### src/rtl/pipe_cmd_pkg.sv
// rtl/pipe_cmd_pkg.sv - PowerDown encodings, request kinds and FSM states for the PIPE command sequencer
package pipe_cmd_pkg;

    localparam logic [3:0] PD_P0  = 4'h0;
    localparam logic [3:0] PD_P0S = 4'h1;
    localparam logic [3:0] PD_P1  = 4'h2;
    localparam logic [3:0] PD_P2  = 4'h3;

    typedef enum logic {REQ_PD, REQ_RATE} req_kind_e;

    typedef enum logic [2:0] {
        RST_WAIT,
        IDLE,
        EIDLE,
        APPLY,
        WAIT,
        DONE,
        ERR
    } state_e;

endpackage

### src/rtl/pipe_phystatus_collector.sv
// rtl/pipe_phystatus_collector.sv - sticky per-lane PhyStatus ack collector
module pipe_phystatus_collector #(
    parameter int NUM_LANES = 16
) (
    input  logic                 PCLK,
    input  logic                 Reset,
    input  logic                 clear,
    input  logic [NUM_LANES-1:0] mask,
    input  logic [NUM_LANES-1:0] PhyStatus,
    output logic [NUM_LANES-1:0] ack_q,
    output logic                 all_acked
);

    always_ff @(posedge PCLK) begin
        if (Reset || clear) begin
            ack_q <= '0;
        end else begin
            ack_q <= ack_q | (PhyStatus & mask);
        end
    end

    // Includes this cycle's pulses so a final ack is seen in the cycle it arrives.
    assign all_acked = ((ack_q | (PhyStatus & mask)) == mask);

endmodule

### src/rtl/pipe_cmd_sequencer.sv
// rtl/pipe_cmd_sequencer.sv - MAC-side PIPE PowerDown/Rate command sequencer with PhyStatus timeout
import pipe_cmd_pkg::*;

module pipe_cmd_sequencer #(
    parameter int NUM_LANES      = 16,
    parameter int TIMEOUT_CYCLES = 1024
) (
    input  logic                   PCLK,
    input  logic                   Reset,
    input  logic                   req_valid,
    output logic                   req_ready,
    input  logic                   req_kind,
    input  logic [3:0]             req_powerdown,
    input  logic [3:0]             req_rate,
    input  logic [NUM_LANES-1:0]   lane_en,
    output logic [4*NUM_LANES-1:0] PowerDown,
    output logic [3:0]             Rate,
    output logic [NUM_LANES-1:0]   force_elec_idle,
    input  logic [NUM_LANES-1:0]   PhyStatus,
    output logic                   busy,
    output logic                   done,
    output logic                   error
);

    localparam int CW = $clog2(TIMEOUT_CYCLES);
    localparam logic [CW-1:0] CNT_LAST = CW'(TIMEOUT_CYCLES - 1);

    state_e                 state_q, state_d;
    logic [NUM_LANES-1:0]   mask_q;
    logic [4*NUM_LANES-1:0] pd_q;
    logic [3:0]             rate_q;
    logic [3:0]             rate_pend_q;
    logic                   force_q;
    logic [CW-1:0]          cnt_q;
    logic                   done_q;
    logic                   error_q;
    logic                   no_change;
    logic                   all_acked;
    logic [NUM_LANES-1:0]   ack_q;

    pipe_phystatus_collector #(.NUM_LANES(NUM_LANES)) u_collector (
        .PCLK      (PCLK),
        .Reset     (Reset),
        .clear     (state_q == APPLY),
        .mask      (mask_q),
        .PhyStatus (PhyStatus),
        .ack_q     (ack_q),
        .all_acked (all_acked)
    );

    always_comb begin
        no_change = 1'b1;
        for (int i = 0; i < NUM_LANES; i++) begin
            if (lane_en[i] && (req_kind == REQ_PD) && (pd_q[4*i +: 4] != req_powerdown)) begin
                no_change = 1'b0;
            end
        end
        if ((req_kind == REQ_RATE) && (rate_q != req_rate)) begin
            no_change = 1'b0;
        end
        if (lane_en == '0) begin
            no_change = 1'b1;
        end
    end

    always_comb begin
        state_d = state_q;
        case (state_q)
            RST_WAIT: if ((PhyStatus & lane_en) == '0) state_d = IDLE;
            IDLE: begin
                if (req_valid) begin
                    if (no_change)                 state_d = DONE;
                    else if (req_kind == REQ_RATE) state_d = EIDLE;
                    else                           state_d = APPLY;
                end
            end
            EIDLE: state_d = APPLY;
            APPLY: state_d = WAIT;
            WAIT: begin
                if (all_acked)              state_d = DONE;
                else if (cnt_q == CNT_LAST) state_d = ERR;
            end
            DONE:    state_d = IDLE;
            ERR:     state_d = IDLE;
            default: state_d = RST_WAIT;
        endcase
    end

    always_ff @(posedge PCLK) begin
        if (Reset) begin
            state_q     <= RST_WAIT;
            mask_q      <= '0;
            pd_q        <= {NUM_LANES{PD_P1}};
            rate_q      <= '0;
            rate_pend_q <= '0;
            force_q     <= 1'b0;
            cnt_q       <= '0;
            done_q      <= 1'b0;
            error_q     <= 1'b0;
        end else begin
            state_q <= state_d;
            done_q  <= (state_q == DONE);
            error_q <= (state_q == ERR);
            if (state_q == IDLE && req_valid) begin
                mask_q      <= lane_en;
                rate_pend_q <= req_rate;
            end
            // PowerDown enters APPLY straight from IDLE, Rate only via EIDLE.
            if (state_d == APPLY) begin
                if (state_q == IDLE) begin
                    for (int i = 0; i < NUM_LANES; i++) begin
                        if (lane_en[i]) pd_q[4*i +: 4] <= req_powerdown;
                    end
                end else begin
                    rate_q <= rate_pend_q;
                end
            end
            if (state_d == EIDLE)     force_q <= 1'b1;
            else if (state_d == IDLE) force_q <= 1'b0;
            if (state_q == APPLY) begin
                cnt_q <= '0;
            end else if (state_q == WAIT && cnt_q != CNT_LAST) begin
                cnt_q <= cnt_q + 1'b1;
            end
        end
    end

    assign req_ready       = (state_q == IDLE);
    assign busy            = (state_q != IDLE);
    assign done            = done_q;
    assign error           = error_q;
    assign PowerDown       = pd_q;
    assign Rate            = rate_q;
    assign force_elec_idle = force_q ? mask_q : '0;

endmodule

### config.mk
export PLATFORM = sky130hd
export DESIGN_NAME = pipe_cmd_sequencer
export DESIGN_NICKNAME = d
export VERILOG_FILES = /design/src/rtl/pipe_cmd_pkg.sv /design/src/rtl/pipe_phystatus_collector.sv /design/src/rtl/pipe_cmd_sequencer.sv
export SDC_FILE = /design/constraint.sdc
export NUM_CORES = 1
export LEC_CHECK = 0
export ABC_AREA = 1
export CORE_MARGIN = 8
export CORE_UTILIZATION = 33
export DETAILED_ROUTE_END_ITERATION = 10
export GPL_ROUTABILITY_DRIVEN = 0
export PLACE_DENSITY = 0.54
export SLEW_MARGIN = 20
export SYNTH_ARGS = -nofsm -noshare
export SYNTH_HDL_FRONTEND = slang
export SYNTH_SLANG_ARGS = --single-unit
### constraint.sdc
create_clock -name PCLK -period 2.9 [get_ports PCLK]
set_input_delay 0.58 -clock PCLK [delete_from_list [all_inputs] [get_ports PCLK]]
set_output_delay 0.58 -clock PCLK [all_outputs]
set_load 0.02 [all_outputs]
Word level (Yosys, flattened, before mapping). Index checks and enable logic that the tools add are counted.

Bits in latches: 0. Memories: 0. Output and inout bits: 88. ROM bits: 0. Input bits: 44. Logic and storage cells: 148. Memory bits (writable): 0. Register bits after elaboration: 120.

Multiply operators: 0. Mux-type cells: 28. Bitwise logic cells: 5. Shift-type cells: 0. Order comparisons: 0. Equality and inequality tests: 30. Divide/modulo/power cells: 0. $add $sub $neg: 1. Reductions and logical operators: 59.

Operators by type and width (count): $ne A4 B4 Y1 (17); $reduce_and A3 Y1 (16); $logic_and A1 B1 Y1 (35); $and A16 B16 Y16 (2); $logic_not A16 Y1 (2); $mux W1 (21); $pmux W3 S6 (1); $eq A16 B16 Y1 (1); $mux W16 (1); $or A16 B16 Y16 (1); $mux W3 (5); $eq A3 B2 Y1 const B (4); $add A10 B1 Y10 const B (1); $eq A10 B10 Y1 const B (1); $ne A10 B10 Y1 const B (1); $eq A3 B3 Y1 const B (3); $eq A3 B1 Y1 const B (2); $reduce_or A2 Y1 (2); $logic_not A3 Y1 (1); $ne A3 B1 Y1 const B (1); $not A1 Y1 (2); $reduce_and A2 Y1 (1); $reduce_bool A2 Y1 (1); $logic_or A1 B1 Y1 (1).

Logic depth before layout (Yosys ltp).
Depth after elaboration: 27. Depth in mapped cells: 21. Depth with buffers taken out: 18.

Modules after synthesis. From an unflattened synthesis, not the netlist that was laid out.

Cells, all modules: 1163. Area total of the unflattened synthesis: 7263.2 µm².

By module, submodules not included: pipe_cmd_sequencer (area each 6359.8 µm², times used 1, cells an instance 1015, seq. area each 2082.0 µm²); pipe_phystatus_collector (area each 903.4 µm², times used 1, cells an instance 148, seq. area each 320.3 µm²).

Worst setup path after synthesis. No wires, ideal clock.

Kind: input to register. Start point: in req_powerdown[3]. End point: reg pd_q[38], in the netlist PowerDown[38]. Data arrival time: 2.161 ns. Data required time: 2.790 ns. Setup slack: 0.629 ns. Setup time: 0.110 ns. Cell stages on the path: 17. Cells stage by stage: buf_4 > inv_4 > buf_4 > nand2_1 > nand2_1 > nor2_1 > a21oi_1 > nor2_1 > nand2_1 > nor2_1 > nand2_1 > nand3_1 > nand2_2 > clkbuf_1 > nand4_1 > nand2_1 > nor2_1.

Cells in the longest elaborated chain, start to end: 25.

RTL lines: from (decl) (line pipe_cmd_sequencer.sv:13) `input logic [3:0] req_powerdown,`; $ne A4 B4 Y1 (line pipe_cmd_sequencer.sv:54) `if (lane_en[i] && (req_kind == REQ_PD) && (pd_q[4*i +: 4] != req_powerdown)) begin`; $logic_and A1 B1 Y1 (line pipe_cmd_sequencer.sv:54); $mux W1 (15 in series) (line pipe_cmd_sequencer.sv:54); $mux W1 (*) (line pipe_cmd_sequencer.sv:54); $mux W1 (*) (line pipe_cmd_sequencer.sv:58) `if ((req_kind == REQ_RATE) && (rate_q != req_rate)) begin`; $mux W1 (*) (line pipe_cmd_sequencer.sv:61) `if (lane_en == '0) begin`; $mux W3 (*) (line pipe_cmd_sequencer.sv:72) `if (no_change) state_d = DONE;`; $mux W3 (*) (line pipe_cmd_sequencer.sv:71) `if (req_valid) begin`; $pmux W3 S6 (*) (line pipe_cmd_sequencer.sv:68) `case (state_q)`; $eq A3 B2 Y1 (*) (line pipe_cmd_sequencer.sv:109) `if (state_d == APPLY) begin`; $reduce_and A3 Y1 (no line) (*); to (signal assigned) (line pipe_cmd_sequencer.sv:93) `pd_q <= {NUM_LANES{PD_P1}};`; to (signal, indexed assignment) (line pipe_cmd_sequencer.sv:112) `if (lane_en[i]) pd_q[4*i +: 4] <= req_powerdown;`; to (decl) (line pipe_cmd_sequencer.sv:30) `logic [4*NUM_LANES-1:0] pd_q;`.

Every way passes the cells marked *; elsewhere a longest branch is shown, timed or not. A chain may end at the register's enable or synchronous reset.

Worst setup path after layout.
Start point: in req_powerdown[1]. End point: reg pd_q[43], in the netlist PowerDown[43].

The elaborated chain is that of the path after synthesis.

==> qor.yml <==
cts:
  postCtsSetupBuffers: 0
  h-tree-depth: 4
  cts_root_buf: "clkbuf_16"
  clk_latency_ns: 0.42
  clock_sinks: 120
  cts_tree: "done"
  cts_made_buffers: 17
  cts.clk_slew.worst_paths_ns: 0.05
  cts_max_path_buffers: 2
worst_setup_path:
  path_buf_inv: 4
  path_max_fanout: 42
  reg2reg_depth: 19
  slowest_stage: "clkdlybuf4s50_1"
  endpoint_kind: "flip-flop"
  startpoint: "req_powerdown[1]"
  critPathKind: "in2reg"
  rr_endpoint: "PowerDown[3]"
  crit_path_frequent_cell: "nand2_1"
  slowest_delay_ns: 0.57
  crit_required_ns: 3.26
  cp_top_family: "simple AND/OR/NAND/NOR gates"
  worstSetupStartpointType: "input port"
  critPathArrivalTime_ns: 3.00
  rrSetupSlack_ns: 0.74
  timing.rr.start: "PowerDown[21]"
  path_cells: "clkdlybuf4s50_1 > buf_4 > nand2_1 > nand2_1 > nor2_1 > nand2_1 > nand2_1 > nand2_1 > nor2_1 > nand2_1 > nand2_1 > nand2_1 > nand3_1 > nand2_2 > buf_12 > nand3_2 > nand2_1 > inv_1 > nor2_1"
logic_synthesis:
  synth_seq_cells: 120
  synth_cells: 1147
  synth_cell_type_count: 28
  synth_area_um2: 6940
  ys_seq_area_share_pct: 34.6
  synthArstFlopShare_pct: 0
  ys.flop_type: "dfxtp_1"
  avgSynthCellArea_um2: 6.05
  ys_warn_count: 0
  synth_top_cell_by_area: "dfxtp_1"
  synth_edf_count: 0
  ys_top_cells_by_count: "nand2_1 (380), inv_1 (187), nor2_1 (161)"
  yosys.area.top_type_share_pct: 34.6
  synthesis.nets: 1192
  synthTopCellsByArea: "dfxtp_1 (35%), nand2_1 (21%), inv_1 (10%), nor2_1 (8.7%), nand4_1 (6.1%)"
  synth.most_common_cell: "nand2_1"
routing:
  num_vias: 7206
  drtIter0Drc: 396
  postRouteAntennaNets: 0
  dr.pass1.iters: 5
  wl_per_cell_um: 14.8
  via_per_inst: 4.57
  drc: 0
  routed_wl_um: 23400
floorplanning:
  die_area_um2: 25900
  die_x_um: 161
  core_um2: 20800
  ios: 132
  start_util_pct: 33.3
  row_count: 53
  die_h_um: 161
sta:
  worst_slack_ns: 0.257
  max_freq_mhz: 378
  drv_slew: 0
  rsz0062_at_grt: "no"
  fin_crit_ns: 2.64
  setup_violations: 0
  hold_viol: 0
  fin_crit_sh_pct: 91.1
  finClkSkew_ns: 0.00828
  worst_pin_slew_ns: 0.527
  slew-limit-headroom_pct: 64.7
global_route:
  grt_pass1_vias: 6888
  grt_max_degree: 74
  grt_pass1_wl_um: 37100
  gr-total-overflow: 0
  antenna_found_initial: 1
  grt_usage_pct: 17.9
placed_design:
  dpl_worst_slack_ns: -0.189
  portBuffers: 131
  dpl_cell_area_um2: 8780
  post-dp-hpwl_um: 17000
min_path:
  min_to: "u_collector.ack_q[3]"
  hold_path.startpoint: "u_collector.ack_q[3]"
  min_path_cells: 2
  hold_path.class: "reg2reg"
power:
  ir_worst_vdd_v: 0.000403
  p_leak_nw: 4.52
  power_density_nw_per_um2: 474
finish:
  nets: 1334
  syn_to_final_growth_pct: 36.4
  post_route_cells_drive_above_1_share_pct: 7.61
  final_cell_area_um2: 9470
job:
  drv_cap: 0
run_status:
  status: "finished clean"
[timing repair]
action	CTS	global route
gates resized for setup	0	6
hold buffers	0	0
setup endpoints to repair	0	23
[per-stage QoR]
| step | utilization [%] | total power [mW] | TNS (ns) | hold WS (ns) | instances |
|---|---|---|---|---|---|
| 6_report | 45.5 | 4.48 | 0 | 0.474 | 1577 |
| 3_5_place_dp | 42.2 | 2.12 | -9.53 | 0.465 | 1545 |
| 5_1_grt | 45.5 | 4.64 | 0 | 0.497 | 1577 |
| 4_1_cts | 45.4 | 4.52 | 0 | 0.476 | 1576 |
| 2_1_floorplan | - | 1.92 | 0 | 0.438 | 1147 |
| 3_3_place_gp | 42.2 | 2.12 | -7.17 | 0.459 | 1545 |
[worst min-delay path, stage by stage (launching register included)]
cell     delay [ns]
dfxtp_1        0.30
a21oi_1        0.05
nor2_1         0.09
[routing by layer]
metal / GRT usage, % / share of wire [%]
met5: 0 / 0
met4: 6.02 / 1.8
met3: 3.79 / 4.2
met2: 30.7 / 49
met1: 21.9 / 45
[sequential cells by signal, summed over array words and instances, names as in the netlist]
signal	flops
state_q	3
mask_q	16
error	1
PowerDown	64
rate_pend_q	4
cnt_q	10
u_collector.ack_q	16
done	1
Rate	4
force_q	1
[kinds of logic (layout without fill, tap and decap cells)]
logic type | after synthesis | count (layout) | share of synthesized area (%)
other | 0 | 1 | 0
AOI/OAI and AO/OA | 85 | 85 | 6.82
buffers and inverters | 248 | 402 | 14.4
DFF | 120 | 120 | 34.6
adders and majority gates | 1 | 1 | 0.180
xor gates and xnor gates | 19 | 19 | 2.40
and+or+nand+nor | 674 | 674 | 41.6
[worst max path at each step]
stage,to,slack [ns],cells after the start
after floorplan,PowerDown[38],0.63,17
after global placement,PowerDown[43],-0.16,18
after detailed placement,PowerDown[3],-0.19,20
after CTS,PowerDown[3],0.25,20
after global routing,PowerDown[3],0.009,20
final,PowerDown[43],0.26,19
[placed cells by master, fill, tap and decap left out, types with 2 or more instances in the layout]
master           instances
clkbuf_8                 5
xor2_1                  19
nand2_1                380
buf_12                   9
nand3_2                 16
dlymetal6s2s_1           2
dfxtp_1                120
nor2_1                 161
inv_4                    2
buf_4                   35
clkinv_1                 2
inv_2                    4
inv_1                  186
nor4_1                   6
clkbuf_16               17
nand3b_1                 4
clkdlybuf4s50_1        129
a21oi_1                 40
nor3_1                   4
o21ai_0                 26
nand4_1                 68
nand3_1                 32
a211oi_1                17
clkbuf_1                 2
bufinv_16                5
[cell type report]
| cell class | instances | area [um2] |
|---|---|---|
| diodes | 1 | 2.50 |
| clock buffers | 24 | 502 |
| clock inverters | 7 | 163 |
| fillers | 2208 | 11400 |
| inverters | 195 | 742 |
| multi-input cells | 779 | 3540 |
| flip-flops and latches | 120 | 2400 |
| well taps | 275 | 344 |
| repair buffers | 176 | 1770 |
[power by group]
group / leakage (nW) / switching [mW] / internal [mW]
clock network: 0.323 / 0.765 / 1.63
logic: 3.23 / 0.254 / 0.169
registers: 0.967 / 0.00596 / 1.66
total: 4.52 / 1.03 / 3.46
No activity file was read; power rests on OpenSTA's default activity.
